--- src/rtl/vga_fb_scanout.sv ---
// Pixel scanout: fetches 4x-upscaled palette indices from a double-buffered framebuffer,
// maps them through a writable RGB444 palette and keeps sync/de aligned with colour.
module vga_fb_scanout #(
    parameter int FB_W   = 200,
    parameter int FB_H   = 150,
    parameter int ADDR_W = 15,
    parameter int PIX_W  = 4
) (
    input  logic              clk_pix,
    input  logic              rst_pix_n,
    input  logic [9:0]        sx,
    input  logic [9:0]        sy,
    input  logic              hsync_in,
    input  logic              vsync_in,
    input  logic              de_in,
    input  logic              frame_in,
    output logic              fb_rd_en,
    output logic [ADDR_W:0]   fb_addr,
    input  logic [PIX_W-1:0]  fb_rdata,
    input  logic              swap_req,
    output logic              swap_ack,
    output logic              buf_sel,
    input  logic              pal_we,
    input  logic [PIX_W-1:0]  pal_idx,
    input  logic [11:0]       pal_data,
    output logic [3:0]        vga_r,
    output logic [3:0]        vga_g,
    output logic [3:0]        vga_b,
    output logic              vga_hsync,
    output logic              vga_vsync,
    output logic              vga_de
);
    localparam int STAGES = 3;
    localparam int PAL_N  = 2**PIX_W;

    typedef enum logic {IDLE, PENDING} swap_state_t;

    logic [7:0]        fx, fy;
    logic [ADDR_W-1:0] lin;
    logic              unused_bits;

    assign fx = sx[9:2];
    assign fy = sy[9:2];
    assign unused_bits = ^{sx[1:0], sy[1:0]};

    // fy*200 as shifts for the standard geometry; other sizes fall back to a multiply
    if (FB_W == 200 && FB_W * FB_H <= 2**ADDR_W) begin : g_shift_add
        assign lin = ADDR_W'({fy, 7'b0}) + ADDR_W'({fy, 6'b0}) + ADDR_W'({fy, 3'b0}) + ADDR_W'(fx);
    end else begin : g_mult
        assign lin = ADDR_W'(int'(fy) * FB_W + int'(fx));
    end

    always_ff @(posedge clk_pix or negedge rst_pix_n) begin
        if (!rst_pix_n) begin
            fb_addr  <= '0;
            fb_rd_en <= 1'b0;
        end else begin
            fb_rd_en <= de_in;
            if (de_in) fb_addr <= {buf_sel, lin};
        end
    end

    logic [STAGES:1] vld_pipe, hs_pipe, vs_pipe;

    always_ff @(posedge clk_pix or negedge rst_pix_n) begin
        if (!rst_pix_n) begin
            vld_pipe <= '0;
            hs_pipe  <= '1;
            vs_pipe  <= '1;
        end else begin
            vld_pipe <= {vld_pipe[STAGES-1:1], de_in};
            hs_pipe  <= {hs_pipe[STAGES-1:1], hsync_in};
            vs_pipe  <= {vs_pipe[STAGES-1:1], vsync_in};
        end
    end

    assign vga_de    = vld_pipe[STAGES];
    assign vga_hsync = hs_pipe[STAGES];
    assign vga_vsync = vs_pipe[STAGES];

    logic [11:0] pal [PAL_N];
    logic [11:0] rgb_q;

    // Lookup and write share the edge, so a same-cycle write is seen one pixel later
    always_ff @(posedge clk_pix or negedge rst_pix_n) begin
        if (!rst_pix_n) begin
            for (int i = 0; i < PAL_N; i++) pal[i] <= 12'({3{PIX_W'(i)}});
            rgb_q <= '0;
        end else begin
            if (pal_we) pal[pal_idx] <= pal_data;
            rgb_q <= vld_pipe[STAGES-1] ? pal[fb_rdata] : 12'h000;
        end
    end

    assign vga_r = rgb_q[11:8];
    assign vga_g = rgb_q[7:4];
    assign vga_b = rgb_q[3:0];

    swap_state_t state, state_nxt;
    logic        swap_fire;

    always_ff @(posedge clk_pix or negedge rst_pix_n) begin
        if (!rst_pix_n) begin
            state    <= IDLE;
            buf_sel  <= 1'b0;
            swap_ack <= 1'b0;
        end else begin
            state    <= state_nxt;
            buf_sel  <= buf_sel ^ swap_fire;
            swap_ack <= swap_fire;
        end
    end

    // A request seen during the ack pulse is the one just served, not a new one
    always_comb begin
        state_nxt = state;
        swap_fire = 1'b0;
        case (state)
            IDLE: begin
                if (swap_req && !swap_ack) begin
                    if (frame_in) swap_fire = 1'b1;
                    else          state_nxt = PENDING;
                end
            end
            PENDING: begin
                if (frame_in) swap_fire = 1'b1;
            end
            default: state_nxt = IDLE;
        endcase
        if (swap_fire) state_nxt = IDLE;
    end
endmodule
--- config.mk ---
export PLATFORM = sky130hd
export DESIGN_NAME = vga_fb_scanout
export DESIGN_NICKNAME = d
export VERILOG_FILES = /design/src/rtl/vga_fb_scanout.sv
export SDC_FILE = /design/constraint.sdc
export NUM_CORES = 1
export LEC_CHECK = 0
export ABC_AREA = 1
export ABC_CLOCK_PERIOD_IN_PS = 2930
export CORE_ASPECT_RATIO = 0.5
export CORE_MARGIN = 3
export CORE_UTILIZATION = 37
export CTS_CLUSTER_DIAMETER = 50
export DETAILED_ROUTE_END_ITERATION = 10
export PLACE_DENSITY = 0.54
export SETUP_SLACK_MARGIN = 0.05
export SYNTH_ARGS = -nofsm -noshare
export SYNTH_HDL_FRONTEND = slang
export SYNTH_SLANG_ARGS = --single-unit
--- constraint.sdc ---
create_clock -name clk_pix -period 2.93 [get_ports clk_pix]
set_clock_uncertainty 0.1 [all_clocks]
set_input_delay 0.293 -clock clk_pix [delete_from_list [all_inputs] [get_ports clk_pix]]
set_output_delay 0.293 -clock clk_pix [all_outputs]
set_load 0.01 [all_outputs]
-- After elaboration in Yosys (flattened, before gate mapping)
Index checks and enable logic that the tools add are counted.
- register bits after elaboration: 233
- input port bits: 48
- output and inout bits: 34
- word-level logic and storage cells: 52
- $add $sub $neg: 3
- magnitude comparators: 3
- multiplexer cells: 14
- bitwise logic cells: 4
- reduce and logical (&&, ||, !) cells: 3
- operators with widths (kind ; number):
    192-bit bitwise mux ; 1
    12-bit binary-select mux with 4-bit select ; 1
    12-bit demux with 4-bit select ; 1
    12-bit two-way mux ; 4
    15-bit by 11-bit adder with 15-bit output ; 1
    15-bit by 14-bit adder with 15-bit output ; 1
    15-bit by 8-bit adder with 15-bit output ; 1
    5-bit greater-or-equal comparator (second input constant) ; 2
    4-bit NOT with 5-bit output ; 2
    1-bit two-way mux ; 6
    5-bit by 1-bit less-than comparator with 1-bit output (second input constant) ; 1
    1-bit logical AND ; 2
    1-bit one-hot mux with 2 select lines ; 1
    1-bit zero test ; 1
    1-bit NOT ; 1
    1-bit XOR ; 1

-- Logic depth before layout (Yosys ltp)
Gate-level depths: netlist of run 1.
- depth after elaboration: 6
- depth in mapped cells: 14
- gate-level depth less buffers: 14

-- Worst setup path after synthesis of run 1
Ideal clock, no wire load.
- path kind: input to register
- from: input sx[9]
- to: register fb_addr[10]
- library setup time: 0.083 ns
- arrival: 2.247 ns
- data required time: 2.747 ns
- setup slack: 0.501 ns
- stages: 12
- path buffers: 0
- path through: inv_1 fa_1 inv_1 fa_1 ha_1 nand2_1 nand3_1 nand2_1 nand2_1 nand2_1 nand2_1 o21ai_0
- longest elaborated chain between the ends: 1
- ends and longest elaborated chain (item ; line ; text):
    start: declaration ; 11 ; input logic [9:0] sx,
    15-bit by 8-bit adder with 15-bit output ; 48 ; assign lin = ADDR_W'({fy, 7'b0}) + ADDR_W'({fy, 6'b0}) + ADDR_W'({fy, 3'b0}) + ADDR_W'(fx);
    end signal: assignment ; 59 ; if (de_in) fb_addr <= {buf_sel, lin};
    end: declaration ; 18 ; output logic [ADDR_W:0] fb_addr,
Every way passes these cells.
A chain may end at the register's enable or synchronous reset.

-- Final worst setup path of run 1
- from: input sy[2]
- to: register fb_addr[11]
- longest elaborated chain between the ends: 3
- ends and longest elaborated chain (item ; line ; text):
    start: declaration ; 12 ; input logic [9:0] sy,
    15-bit by 14-bit adder with 15-bit output ; 48 ;
    15-bit by 11-bit adder with 15-bit output * ; 48 ;
    15-bit by 8-bit adder with 15-bit output * ; 48 ;
Every way passes the cells marked *; elsewhere a longest branch is shown, timed or not.

==> results of run 1 <==
-- timing repair --
item | 4_1_cts | 5_1_grt
hold buffers | 1 | 0
setup endpoints to repair | 0 | 0
gates resized for setup | 0 | 0
endpoints found under the hold margin | 60 | 0
-- how the worst max path moves through the flow --
| stage | slack (ns) | depth (start not counted) | to |
|---|---|---|---|
| floorplan | 0.50 | 12 | fb_addr[10]$_DFFE_PN0P_ |
| global placement | -0.12 | 13 | fb_addr[11]$_DFFE_PN0P_ |
| detailed placement | -0.14 | 13 | fb_addr[11]$_DFFE_PN0P_ |
| CTS | 0.41 | 11 | fb_addr[8]$_DFFE_PN0P_ |
| global route | 0.13 | 11 | fb_addr[8]$_DFFE_PN0P_ |
| finish | 0.39 | 13 | fb_addr[11]$_DFFE_PN0P_ |
-- sequential cells by signal (all words and copies together) (netlist names) --
name,flops
buf_sel,1
fb_addr,16
hs_pipe,3
pal,192
rgb_q,12
state,1
swap_ack,1
vld_pipe,3
vs_pipe,3
-- Yosys cell counts --
library cell | number | area [um2]
buf_2 | 20 | 100
nand3_2 | 2 | 20.0
o21ai_1 | 16 | 80.1
buf_6 | 1 | 11.3
nand3b_4 | 1 | 20.0
nor3_4 | 2 | 32.5
dfstp_2 | 102 | 2680
nor2_4 | 1 | 11.3
nor2_1 | 69 | 259
nand2_2 | 5 | 31.3
buf_1 | 8 | 30.0
nand4_1 | 1 | 6.26
ha_1 | 24 | 300
nor2_2 | 2 | 12.5
clkbuf_2 | 6 | 30.0
nand2_1 | 429 | 1610
o21ai_0 | 250 | 1250
a21oi_1 | 19 | 95.1
inv_1 | 115 | 432
buf_4 | 10 | 75.1
nand3_1 | 97 | 485
clkbuf_1 | 39 | 146
nand3b_1 | 2 | 15.0
inv_2 | 1 | 3.75
xnor2_1 | 4 | 35.0
fa_1 | 7 | 140
o21a_1 | 1 | 7.51
clkinv_1 | 2 | 7.51
dfrtp_1 | 130 | 3250
-- cells by family after synthesis --
group	Yosys count	synth area share, %
adder cells (fa/ha/maj)	31	3.94
AND/OR/NAND/NOR	611	22.4
XOR/XNOR	4	0.313
flip-flops	232	53.1
buffers and inverters	202	7.47
AO/OA/AOI/OAI	286	12.8
-- per-stage QoR --
step	cell area, um2	setup TNS, ns
final	13200	0
after global routing	13200	0
after global placement	12400	-0.600
after detailed placement	12400	-0.664
after CTS	13200	0
after floorplan	11200	0
-- report_power, final --
group	internal, mW	switching, mW
Sequential	4.06	0.302
Clock	1.74	1.29
Combinational	0.760	1.10
-- per-layer routing --
metal,part of all wire (%),track usage [%],wire length [um],vias up
li1,-,-,-,4462
met1,50,31.0,15900,4484
met2,40,28.2,12900,298
met3,8.4,5.43,2690,39
met4,2.0,3.83,630,0
met5,0,0,0,-
-- cell type report --
class	instances	area, um2
Sequential cell	232	5930
Inverter	118	443
Tap cell	391	489
Clock inverter	6	33.8
Clock buffer	38	744
Multi-Input combinational cell	932	4410
Fill cell	2884	16200
Timing Repair Buffer	114	1110
==> impl_metrics.py, run 1 <==
metrics = {
    "critical_path": {
        "rrSetupSlack_ns": 1.22,
        "reg2reg_from": "pal[19]$_DFFE_PN1P_",
        "cp-start-kind": "input port",
        "crit_path_cell_trace": "clkdlybuf4s50_1 -> inv_1 -> buf_4 -> fa_1 -> inv_1 -> ha_1 -> fa_1 -> nand3_1 -> nand2_1 -> nand3_1 -> nand3b_1 -> nand3_1 -> nand2_1",
        "reg2reg_depth": 6,
        "end_kind": "register",
        "worstPathArrival_ns": 2.85,
        "crit_fanout": 3,
        "cp.buffers_inverters": 4,
        "cp-startpoint": "sy[2]",
        "cpLargestDelayFamily": "adder cells",
        "critPathKind": "input port to register",
        "cp_common_cell": "nand3_1",
        "worst_path_largest_cell_delay_ns": 0.49,
        "r2r-end": "rgb_q[7]$_DFF_PN0_",
        "worst_ep_required_time_ns": 3.24,
        "worst_path_max_delay_cell": "fa_1",
    },
    "clock_tree": {
        "clk_pin_slew_ns": 0.06,
        "cts_root_buf": "clkbuf_16",
        "cts_buffers": 24,
        "cts_setup_buffers": 0,
        "cts_max_path_buffers": 3,
        "clock-sinks": 232,
        "cts_tree": "yes",
        "htreeDepth": 1,
        "insertion_delay_ns": 0.53,
    },
    "die": {
        "rows": 44,
        "core_um2": 29300,
        "die_area_um2": 32500,
        "start_util_pct": 38.1,
        "die_height_um": 129,
        "die_width_um": 252,
        "num_io_pins": 82,
    },
    "min_path": {
        "min_path_cells": 1,
        "holdPathEnd": "hs_pipe[1]$_DFF_PN1_",
        "worstHoldPathType": "input port to register",
        "min_from": "hsync_in",
    },
    "synth": {
        "synth-seq-area-share_pct": 53.1,
        "synth.avg_cell_area_um2": 8.19,
        "syn_area_um2": 11200,
        "synth_seq_cells": 232,
        "yosysWarnings": 0,
        "synth_nets": 1445,
        "yosysUniqueCellTypes": 29,
        "syn-instance-count": 1366,
    },
    "timing": {
        "max_slew_margin_pct": 54.3,
        "hold_slack_ns": 0.0773,
        "hold_viol": 0,
        "rsz0062_at_grt": "no",
        "worst_slew_pin_slew_ns": 0.684,
        "finalCritPeriodShare_pct": 86.6,
        "setup_violations": 0,
        "fmax_mhz": 394,
        "period_needed_ns": 2.54,
        "setup_slack_ns": 0.394,
        "slew_violations": 0,
    },
    "run_status": {
        "status": "completed",
    },
    "drt": {
        "totalWireLength_um": 32100,
        "vias_per_cell": 5.07,
        "ant_nets": 0,
        "drtPass1Iterations": 6,
        "vias": 9283,
        "drc": 0,
        "wire_per_inst_um": 17.5,
        "drt_iter0_markers": 996,
    },
    "grt": {
        "overflow": 0,
        "grt_pass1_wl_um": 50700,
        "grt_pass1_vias": 8560,
        "grt_max_degree": 78,
        "grt_use_total_pct": 20.1,
        "grt_antenna_before_repair": 0,
    },
    "placement": {
        "hpwlAfterDp_um": 21100,
        "gp_congestion": 0.816,
        "io_buffer_count": 77,
        "dp.cells": 1786,
        "pre_cts_ws_ns": -0.143,
    },
    "finish": {
        "final_common_cell": "nand2_1",
        "fin_nets": 1501,
        "mostFrequentLayoutCells": "429 x nand2_1, 250 x o21ai_0, 130 x dfrtp_1",
        "drive_gt1_share_pct": 13.4,
        "final_util_pct": 44.9,
        "finalNonFillerCells": 1831,
        "antenna_cells": 0,
        "area_growth_pct": 17.8,
    },
    "power": {
        "power.leakage_nw": 6.07,
        "total_power_mw": 9.25,
        "power-per-cell-area_nw_per_um2": 703,
        "peakVddDrop_uv": 361,
    },
    "flow_run": {
        "cap_violations": 0,
    },
}
(Power assumes the default switching activity.)
==> inputs of run 2 (changes only) <==
ABC_CLOCK_PERIOD_IN_PS = 2500   (was 2930)
clock period = 2.5 ns   (was 2.93 ns; I/O delays follow)
==> impl_metrics.py, run 2 (same netlist as run 1, synthesis figures left out) <==
metrics = {
    "run_status": {
        "status": "completed",
    },
    "power": {
        "power-per-cell-area_nw_per_um2": 825,
        "p_int_mw": 7.87,
        "comb_power_share_pct": 20.6,
        "total_power_mw": 11.1,
        "p_sw_share_pct": 29.0,
        "p_clk_share_pct": 33.3,
        "seqPwrFrac_pct": 46.1,
        "p_switching_mw": 3.21,
        "power.leakage_nw": 6.18,
        "peakVddDrop_uv": 418,
    },
    "die": {
        "core_um2": 29300,
        "num_io_pins": 82,
        "start_util_pct": 38.1,
        "die_area_um2": 32500,
        "rows": 44,
        "die_width_um": 252,
        "die_height_um": 129,
    },
    "drt": {
        "wl_met1_um": 15800,
        "drtPass1Iterations": 5,
        "drt_iter0_markers": 1198,
        "ant_nets": 0,
        "vias_per_cell": 5.03,
        "highest_layer": "met4",
        "met2_wirelength_um": 12900,
        "totalWireLength_um": 32000,
        "vias": 9278,
        "wire_per_inst_um": 17.4,
        "drc": 0,
        "wl_met3_um": 2960,
    },
    "critical_path": {
        "rrSetupSlack_ns": 0.84,
        "worstPathArrival_ns": 2.72,
        "critPathKind": "input port to register",
        "worst_ep_required_time_ns": 2.81,
        "end_kind": "register",
        "cp-start-kind": "input port",
        "crit_fanout": 6,
    },
    "placement": {
        "dp.cells": 1798,
        "gp_congestion": 0.863,
        "pre_cts_ws_ns": -0.560,
        "placed_area_um2": 12500,
        "io_buffer_count": 77,
        "hpwlAfterDp_um": 21400,
    },
    "finish": {
        "final_util_pct": 45.8,
        "final_common_cell": "nand2_1",
        "regMostFlops": "pal",
        "antenna_cells": 0,
        "drive_gt1_share_pct": 15.0,
        "finalNonFillerCells": 1844,
        "mostFrequentLayoutCells": "426 x nand2_1, 250 x o21ai_0, 130 x dfrtp_1",
        "area_growth_pct": 20.1,
        "fin_area_um2": 13400,
        "largest_reg_flops": 192,
        "fin_nets": 1514,
        "top_regs": "pal x192, fb_addr x16, rgb_q x12",
    },
    "timing": {
        "rsz0062_at_grt": "yes",
        "finalSetupTns_ns": 0,
        "fmax_mhz": 414,
        "period_needed_ns": 2.41,
        "hold_slack_ns": 0.0365,
        "setup_violations": 0,
        "worst_slew_pin_slew_ns": 0.851,
        "finalCritPeriodShare_pct": 96.5,
        "hold_viol": 0,
        "setup_slack_ns": 0.0864,
        "slew_violations": 0,
        "max_slew_margin_pct": 43.2,
    },
    "clock_tree": {
        "clk_pin_slew_ns": 0.06,
        "insertion_delay_ns": 0.52,
        "cts_tree": "yes",
        "cts_max_path_buffers": 3,
        "cts_buffers": 24,
        "htreeDepth": 1,
        "cts_root_buf": "clkbuf_16",
        "clock-sinks": 232,
    },
    "min_path": {
        "worstHoldPathType": "input port to register",
    },
    "grt": {
        "grt_pass1_vias": 8631,
        "grt_antenna_before_repair": 0,
        "grt_pass1_wl_um": 50900,
        "grt_max_degree": 77,
        "overflow": 0,
        "grt_use_total_pct": 20.0,
    },
    "flow_run": {
        "cap_violations": 0,
    },
}
==> run 2: cell count changes in the layout (fill, tap and decap cells not counted), moves of 3 or more <==
| cell | delta |
|---|---|
| buf_4 | +8 |
| buf_12 | +4 |
| ha_1 | -4 |
| ha_4 | +4 |
| nand2_1 | -3 |
| nand2_2 | +3 |
==> run 2: critical path, cell delays in order <==
cell and delay, ns:
clkdlybuf4s50_1 0.49, inv_2 0.06, fa_1 0.50, inv_1 0.05, fa_1 0.48, ha_4 0.32, nand3_1 0.11, nand2_2 0.11
nand3_1 0.11, nand2_1 0.07, nand2_1 0.05, nand3_1 0.06, nand2_1 0.05
==> run 2: metal layers <==
metal	vias up	track usage [%]
li1	4498	-
met1	4431	31.4
met2	322	28.0
met3	27	4.93
met4	0	2.78
met5	-	0
==> run 2: power by group through the flow <==
stage	registers [mW]	clock network, mW	logic, mW
after global placement	5.14	0	2.16
after detailed placement	5.16	0	2.22
after global routing	5.20	3.96	2.61
final	5.11	3.69	2.28
after CTS	5.11	3.80	2.24
after floorplan	5.12	0	1.30
==> run 2: layout make-up <==
cell class | count | area [um2]
multi-input combinational | 932 | 4490
inverter | 118 | 443
tap | 391 | 489
sequential | 232 | 5930
fill | 2896 | 15900
clock inverter | 7 | 71.3
timing repair buffer | 127 | 1260
clock buffer | 37 | 741
==> run 2: final timing paths <==
| kind | from | to | depth (start not counted) |
|---|---|---|---|
| hold / removal | vsync_in | vs_pipe[1]$_DFF_PN1_ | 1 |
| setup reg to reg | pal[15]$_DFFE_PN1P_ | rgb_q[3]$_DFF_PN0_ | 6 |
| min in group asynchronous | rst_pix_n | pal[107]$_DFFE_PN0P_ | 2 |
| max in group asynchronous | rst_pix_n | pal[28]$_DFFE_PN1P_ | 3 |
| hold reg to reg | hs_pipe[1]$_DFF_PN1_ | hs_pipe[2]$_DFF_PN1_ | 0 |
| setup / recovery | sy[2] | fb_addr[11]$_DFFE_PN0P_ | 13 |
==> run 2: what timing repair did <==
action | 4_1_cts | 5_1_grt
pin swaps | 0 | 3
resized for setup | 1 | 12
buffers inserted | 0 | 0
hold buffers | 1 | 1
hold endpoints to repair | 51 | 1
cloned | 0 | 0
endpoints found under the setup margin | 2 | 7
==> inputs of run 3 (changes only) <==
ABC_CLOCK_PERIOD_IN_PS = not set   (was 2500)
SLEW_MARGIN = 15   (was not set)
==> results of run 3 <==
Same layout as run 2: the final DEF is identical, and so are final timing and power.
